## config.mk

```make
export PLATFORM = sky130hd
export DESIGN_NAME = addepreamble
export DESIGN_NICKNAME = d
export VERILOG_FILES = /design/src/rtl/addepreamble.sv
export SDC_FILE = /design/constraint.sdc
export NUM_CORES = 1
export LEC_CHECK = 0
export CAP_MARGIN = 20
export CORE_ASPECT_RATIO = 0.8
export CORE_UTILIZATION = 30
export CTS_CLUSTER_SIZE = 28
export DETAILED_ROUTE_END_ITERATION = 10
export SLEW_MARGIN = 5
export SYNTH_ARGS = -nofsm -noshare
export SYNTH_HDL_FRONTEND = slang
export SYNTH_SLANG_ARGS = --single-unit
```

## constraint.sdc

```tcl
create_clock -name i_clk -period 2 [get_ports i_clk]
set_clock_uncertainty 0.1 [all_clocks]
set_input_delay 0.2 -clock i_clk [delete_from_list [all_inputs] [get_ports i_clk]]
set_output_delay 0.2 -clock i_clk [all_outputs]
set_load 0.02 [all_outputs]
```

## src/rtl/addepreamble.sv

```systemverilog
// Prepends seven preamble octets and the SFD to each transmit frame.
// Frame octets are held in an 8-deep delay line while the preamble goes out.
module addepreamble #(
  parameter logic [7:0] PREAMBLE_BYTE = 8'h55,
  parameter logic [7:0] SFD_BYTE      = 8'hd5
) (
  input  logic       i_clk,
  input  logic       i_reset_n,
  input  logic       i_ce,
  input  logic       i_en,
  input  logic       i_v,
  input  logic [7:0] i_d,
  output logic       o_v,
  output logic [7:0] o_d
);

  typedef enum logic [1:0] {IDLE, PRE, DATA} state_t;

  state_t          state_reg, state_next;
  logic [2:0]      cnt_reg, cnt_next;
  logic            bypass_reg, bypass_next;
  logic            o_v_reg, o_v_next;
  logic [7:0]      o_d_reg, o_d_next;
  logic [7:0]      dl_v_reg, dl_v_next, dl_v_shift;
  logic [7:0][7:0] dl_d_reg, dl_d_next, dl_d_shift;
  logic            push;
  logic            push_v;
  logic [7:0]      push_d;

  // Entry 0 takes the new octet; entry 7 is the tail popped in DATA.
  assign dl_v_shift[0] = push_v;
  assign dl_d_shift[0] = push_d;
  generate
    for (genvar gi = 1; gi < 8; gi++) begin : g_shift
      assign dl_v_shift[gi] = dl_v_reg[gi-1];
      assign dl_d_shift[gi] = dl_d_reg[gi-1];
    end
  endgenerate

  always_comb begin
    state_next  = state_reg;
    cnt_next    = cnt_reg;
    bypass_next = bypass_reg;
    o_v_next    = o_v_reg;
    o_d_next    = o_d_reg;
    push        = 1'b0;
    push_v      = i_v;
    push_d      = i_d;
    case (state_reg)
      IDLE: begin
        if (i_v) begin
          o_v_next = 1'b1;
          if (i_en) begin
            push       = 1'b1;
            o_d_next   = PREAMBLE_BYTE;
            cnt_next   = 3'd1;
            state_next = PRE;
          end else begin
            bypass_next = 1'b1;
            o_d_next    = i_d;
            state_next  = DATA;
          end
        end else begin
          o_v_next = 1'b0;
          o_d_next = 8'h00;
        end
      end
      PRE: begin
        push     = 1'b1;
        o_v_next = 1'b1;
        if (cnt_reg == 3'd7) begin
          o_d_next   = SFD_BYTE;
          state_next = DATA;
        end else begin
          o_d_next = PREAMBLE_BYTE;
          cnt_next = cnt_reg + 3'd1;
        end
      end
      DATA: begin
        if (bypass_reg) begin
          o_v_next = i_v;
          o_d_next = i_v ? i_d : 8'h00;
          if (!i_v) begin
            bypass_next = 1'b0;
            state_next  = IDLE;
          end
        end else begin
          // Gaps inside the line keep us here, so a closely following frame drains through.
          push     = 1'b1;
          o_v_next = dl_v_reg[7];
          o_d_next = dl_v_reg[7] ? dl_d_reg[7] : 8'h00;
          if (dl_v_reg == 8'h00) state_next = IDLE;
        end
      end
      default: state_next = IDLE;
    endcase
    dl_v_next = push ? dl_v_shift : dl_v_reg;
    dl_d_next = push ? dl_d_shift : dl_d_reg;
  end

  always_ff @(posedge i_clk or negedge i_reset_n) begin
    if (!i_reset_n) begin
      state_reg  <= IDLE;
      cnt_reg    <= 3'd0;
      bypass_reg <= 1'b0;
      o_v_reg    <= 1'b0;
      o_d_reg    <= 8'h00;
      dl_v_reg   <= '0;
      dl_d_reg   <= '0;
    end else if (i_ce) begin
      state_reg  <= state_next;
      cnt_reg    <= cnt_next;
      bypass_reg <= bypass_next;
      o_v_reg    <= o_v_next;
      o_d_reg    <= o_d_next;
      dl_v_reg   <= dl_v_next;
      dl_d_reg   <= dl_d_next;
    end
  end

  assign o_v = o_v_reg;
  assign o_d = o_d_reg;

endmodule

```

==> results.md, run 1 <==
* Height of the die at 105 um
* Detailed Place HPWL at 4490 um
* Maximum clock insertion buffer count at 2
* H-tree depth at 3
* Leak pwr at 2.32 nW
* Max-cap violations at 0
* Yosys cell types at 34
* Setup violators final at 0
* Clk slew on worst S/H paths at 0.06 ns
* Reg area at 2180 um2
* Die W at 130 um
* Overall Global Routing Usage at 11.1%
* Most common cell after layout, fill and taps aside: dfrtp_1
* Layout cells sized above 1 at 36.3%
* Vias in the first global route at 2,139
* Worst skew pair latency at 0.34 ns
* Routability cong. at 0.797
* Sequential-to-total area share from yosys stat at 55.0%
* # rows at 37
* Global-route wire length before repair at 11,400 um
* R2r setup slk at 0.09 ns
* Core area at 12,900 um2
* Syn nets at 285
* #FFs+latches synth at 87
* Post-synth top area share at 55.0%
* Crit share post-route at 95.7%
* Synth-to-layout area growth at 19.9%
* Drt initial violations at 97
* Mapped Cells at 266
* ANT cells at 0
* Setup crit start: state_reg[0]
* Synth area leaders: dfrtp_1 (55%), mux2_4 (27%), buf_6 (2.0%)
* I/O pin total at 22
* CP Depth at 7
* Nets@finish at 318
* Ys Warns at 0
* Worst slew margin at 62.9%
* Clock Sinks at 87
* CP endpoint: dl_d_reg[24]
* Initial core utilization at 30.8%
* First drt pass iteration count at 4
* Power Total at 7.71 mW
* Initial antenna violation count at 0
* Crit path kind: flop to flop
* Residual DRC at 0
* CP arrival at 2.03 ns
* CTS root buf: clkbuf_16
* Worst r2r dst: dl_d_reg[24]
* Tightest Pin Transition at 0.557 ns
* CP required at 2.12 ns
* Cts bufs inserted at 9
* RSZ-0062 raised after global routing: no
* Syn avg cell area at 14.9 um2
* Worst hold margin at 0.290 ns
* Max FFs per register at 64
* # fillers at 1,241
* Buf+Inv Stages, Crit Path at 3
* Worst path cell trace: inv_1 -> ha_2 -> inv_1 -> o221ai_2 -> nand2_4 -> buf_4 -> mux2_4
* Maximum clock rate at 522 MHz
* Critical Path Fanout Max at 12
* DR vias at 2,124
* Worst vdd ir at 0.000550 V
* Largest stage delay, worst path at 0.40 ns
* R2R Path Start: state_reg[0]
* CP dominant cell by count: inv_1
* Startpoint Class: flop
* Tightest Hold Check Type: input port to async pin
* Final max-slew violation count at 0
* Post-Route WL at 6750 um
* Mapped cell area at 3960 um2
* Port-buffer cells at 21
* Hold Violations, Final at 0
* Post-route minimum period at 1.91 ns
* Pwr/cell area at 1620 nW/um2
* Top delay family on crit path: buffers and inverters
* CTS tree: built
* Path depth of the worst reg2reg path at 7
* Status: finished clean
* Drt via density at 4.44
* Final setup TNS at 0 ns
* Largest net degree at the start of global routing at 46
* Yosys top cell by area: dfrtp_1
* Grt ovf at 0
* Critical path capture point type: flop
* Most frequent cells in the layout: dfrtp_1 (87), mux2_4 (70), clkdlybuf4s50_1 (20)
* Worst path slowest cell: dfrtp_1
* Area of the multi-input gates at 1640 um2
* Routed Antenna Nets at 0
* WL/cell at 14.1 um
* Die Area at 13,700 um2
==> per-layer routing <==
| layer | global-route usage (%) | part of all wire (%) | vias to the layer above |
|---|---|---|---|
| met5 | 0 | 0 | - |
| met4 | 4.35 | 1.9 | 0 |
| met3 | 3.89 | 4.9 | 15 |
| met2 | 14.2 | 40 | 42 |
| met1 | 16.5 | 53 | 1065 |
| li1 | - | - | 1002 |
==> cell families (layout without fill, tap and decap cells) <==
logic type,Yosys count,count (layout),share of synthesized area [%]
flip-flops,87,87,55.0
multiplexers,77,77,28.4
AND/OR/NAND/NOR,41,41,4.80
AO/OA/AOI/OAI,33,33,6.04
buffers and inverters,22,59,3.86
adder cells (fa/ha/maj),6,6,1.90
==> what timing repair did <==
action,in CTS,in global routing
buffers inserted,0,0
gates resized for setup,0,3
setup endpoints to repair,0,11
hold endpoints to repair,42,0
hold buffers,1,0
==> synth_stat cells, drive strengths merged <==
cell type / instances
clkbuf: 2
o211ai: 1
ha: 6
dfrtp: 87
a21o: 3
nor2b: 2
mux2: 73
nand2b: 1
and3b: 1
nor4: 1
a311oi: 1
nor2: 11
nor4b: 1
a22o: 1
buf: 13
a21oi: 5
o21a: 2
o21ai: 7
nand2: 20
inv: 7
a31oi: 2
mux2i: 4
o221ai: 2
and3: 2
nand3: 1
o311a: 1
a41oi: 3
a22oi: 5
and2: 1
==> worst register-to-register path, cell delays in order, from the launching register on <==
cell,delay [ns]
dfrtp_1,0.40
inv_1,0.13
ha_2,0.23
inv_1,0.08
o221ai_2,0.20
nand2_4,0.11
buf_4,0.23
mux2_4,0.31
==> report_power, final <==
part	switching, mW	internal (mW)
logic	1.03	1.80
registers	0.501	2.59
clock network	0.669	1.12
==> final cells by class <==
| class | instances | share of cell area (%) |
|---|---|---|
| multi-input cells | 157 | 34.4 |
| inverters | 7 | 0.554 |
| clock buffers | 10 | 5.03 |
| flip-flops and latches | 87 | 45.9 |
| clock inverters | 5 | 1.74 |
| well taps | 175 | 4.61 |
| repair buffers | 37 | 7.75 |
==> through the flow <==
step                      setup slack (ns)  cell area [um2]  utilization [%]  cells
final                               0.0856             4750             36.9    478
after global routing                0.0122             4750             36.9    478
after CTS                           0.0761             4740             36.8    478
after detailed placement            0.0274             4410             34.3    462
after global placement              0.0308             4410             34.3    462
after floorplan                      0.213             3960                -    266
==> worst min-delay path by stage <==
| stage | end | slack [ns] | cells past startpoint |
|---|---|---|---|
| global route | dl_d_reg[5] | 0.35 | 2 |
| floorplan | bypass_reg | -0.20 | 0 |
| global placement | dl_d_reg[5] | 0.12 | 1 |
| detailed placement | dl_d_reg[5] | 0.13 | 1 |
| finish | dl_d_reg[5] | 0.29 | 2 |
| CTS | dl_d_reg[29] | 0.32 | 2 |
Power figures use the tool's default switching activity.
==> run 2: changes to the inputs <==
clock period = 2.4 ns   (was 2 ns; I/O delays follow)
==> results.md, run 2 (synthesized netlist as in run 1, its figures left out) <==
* Status: finished clean
* Final core utilization at 36.9% (about the same)
* Die Area at 13,700 um2 (unchanged)
* Max-cap violations at 0 (unchanged)
* Worst hold margin at 0.273 ns (-0.0173 ns)
* Reg area at 2180 um2 (unchanged)
* Worst vdd ir at 0.000393 V (-29%)
* # fillers at 1,252 (+0.89%)
* Clock Sinks at 87 (unchanged)
* R2r setup slk at 0.30 ns (+0.21 ns)
* Worst setup margin at 0.298 ns (+0.213 ns)
* Routability cong. at 0.777 (-2.5%)
* # rows at 37 (unchanged)
* Routed Antenna Nets at 0 (unchanged)
* Crit share post-route at 87.6% (-8.1 points)
* Global-route wire length before repair at 11,700 um (+3.0%)
* Most frequent cells in the layout: dfrtp_1 (87), mux2_4 (70), clkdlybuf4s50_1 (20)
* Grt ovf at 0 (unchanged)
* Post-route minimum period at 2.10 ns (+0.187 ns)
* Residual DRC at 0 (unchanged)
* Critical Path Fanout Max at 17 (+5)
* Final Cell Area at 4750 um2 (about the same)
* Startpoint Class: flop
* Setup violators final at 0 (unchanged)
* Worst skew pair latency at 0.33 ns (about the same)
* Core area at 12,900 um2 (unchanged)
* Hold Violations, Final at 0 (unchanged)
* H-tree depth at 3 (unchanged)
* DP Area at 4400 um2 (-0.17%)
* Drt via density at 4.38 (-1.4%)
* Tightest Pin Transition at 0.383 ns (-0.174 ns)
* Detailed Place HPWL at 4720 um (+5.2%)
* Critical path capture point type: flop
* Fin cells at 478 (unchanged)
* Postcts setup bufs at 0 (unchanged)
* Initial core utilization at 30.8% (unchanged)
* CTS tree: built
* Port-buffer cells at 21 (unchanged)
* Synth-to-layout area growth at 20.0% (about the same)
* Post-Route WL at 6870 um (+1.7%)
* First drt pass iteration count at 4 (unchanged)
* Clk slew on worst S/H paths at 0.06 ns (about the same)
* DR vias at 2,095 (-1.4%)
* Die W at 130 um (unchanged)
* Drt initial violations at 135 (+39%)
* ANT cells at 0 (unchanged)
* CTS root buf: clkbuf_16
* Nets@finish at 317 (-0.31%)
* Largest net degree at the start of global routing at 42 (-8.7%)
* Pre-CTS setup slack at 0.276 ns (+0.249 ns)
* Maximum clock insertion buffer count at 2 (unchanged)
* Leak pwr at 2.32 nW (+0.12%)
* Dpl cells at 461 (-0.22%)
* Overall Global Routing Usage at 11.3% (+0.22 points)
* CP arrival at 2.22 ns (+0.19 ns)
* Crit path kind: flop to flop
* I/O pin total at 22 (unchanged)
* Vias in the first global route at 2,201 (+2.9%)
* CP required at 2.52 ns (+0.40 ns)
* Maximum clock rate at 476 MHz (-8.9%)
* Pwr/cell area at 1360 nW/um2 (-16%)
* Power Total at 6.47 mW (-16%)
* Final setup TNS at 0 ns (unchanged)
* Max FFs per register at 64 (unchanged)
* Cts bufs inserted at 9 (unchanged)
* Initial antenna violation count at 0 (unchanged)
* RSZ-0062 raised after global routing: no
* Most common cell after layout, fill and taps aside: dfrtp_1
* Worst slew margin at 74.5% (+12 points)
* Height of the die at 105 um (unchanged)
* Tightest Hold Check Type: input port to async pin
* Layout cells sized above 1 at 35.0% (-1.3 points)
* Area of the multi-input gates at 1630 um2 (-0.38%)
* Final max-slew violation count at 0 (unchanged)
* WL/cell at 14.4 um (+1.7%)
[run 2: changes by cell type in the layout (fill, tap and decap cells not counted), sizes merged]
cell    before  now
buf         16   15
bufinv       2    3
[run 2: what timing repair did]
action / in CTS / in global routing
hold endpoints to repair: 25 / 0
hold buffers: 1 / 0
endpoints found under the setup margin: 0 / 0
gates resized for setup: 0 / 0
[run 2: routing by layer]
layer	routed length, um	track usage [%]
met1	3580	16.3
met2	2900	15.8
met3	318	3.89
met4	70	3.20
met5	0	0
[run 2: layout make-up]
class                           count  area share (%)
Inverter                            7           0.553
Clock buffer                       10            4.82
Clock inverter                      6            2.29
Tap cell                          175            4.61
Sequential cell                    87            45.8
Timing Repair Buffer               36            7.59
Multi-Input combinational cell    157            34.3
[run 2: critical path, stage by stage (launching register included)]
cell and delay [ns]:
dfrtp_1 0.40, inv_1 0.11, ha_1 0.23, inv_1 0.12
o221ai_2 0.22, nand2_4 0.22, buf_4 0.26, mux2_4 0.30
[run 2: power breakdown]
part	switching, mW	internal [mW]
registers	0.418	2.16
logic	0.849	1.47
clock network	0.561	1.02
[run 2: path summary, 6_finish.rpt]
check	from	to	depth (start not counted)
worst max-delay path	state_reg[0]	dl_v_reg[2]	7
worst min-delay path	i_reset_n	dl_d_reg[5]	2
worst max register to register	state_reg[0]	dl_v_reg[2]	7
worst min register to register	dl_d_reg[36]	dl_d_reg[44]	1
max in group asynchronous	i_reset_n	o_d[7]	3
min in group i_clk	dl_d_reg[36]	dl_d_reg[44]	1
==> run 3: changes to the inputs <==
CAP_MARGIN = not set   (was 20)
CTS_CLUSTER_DIAMETER = 30   (was not set)
==> results of run 3 <==
Same layout as run 2: the final DEF is identical, and so are final timing and power.
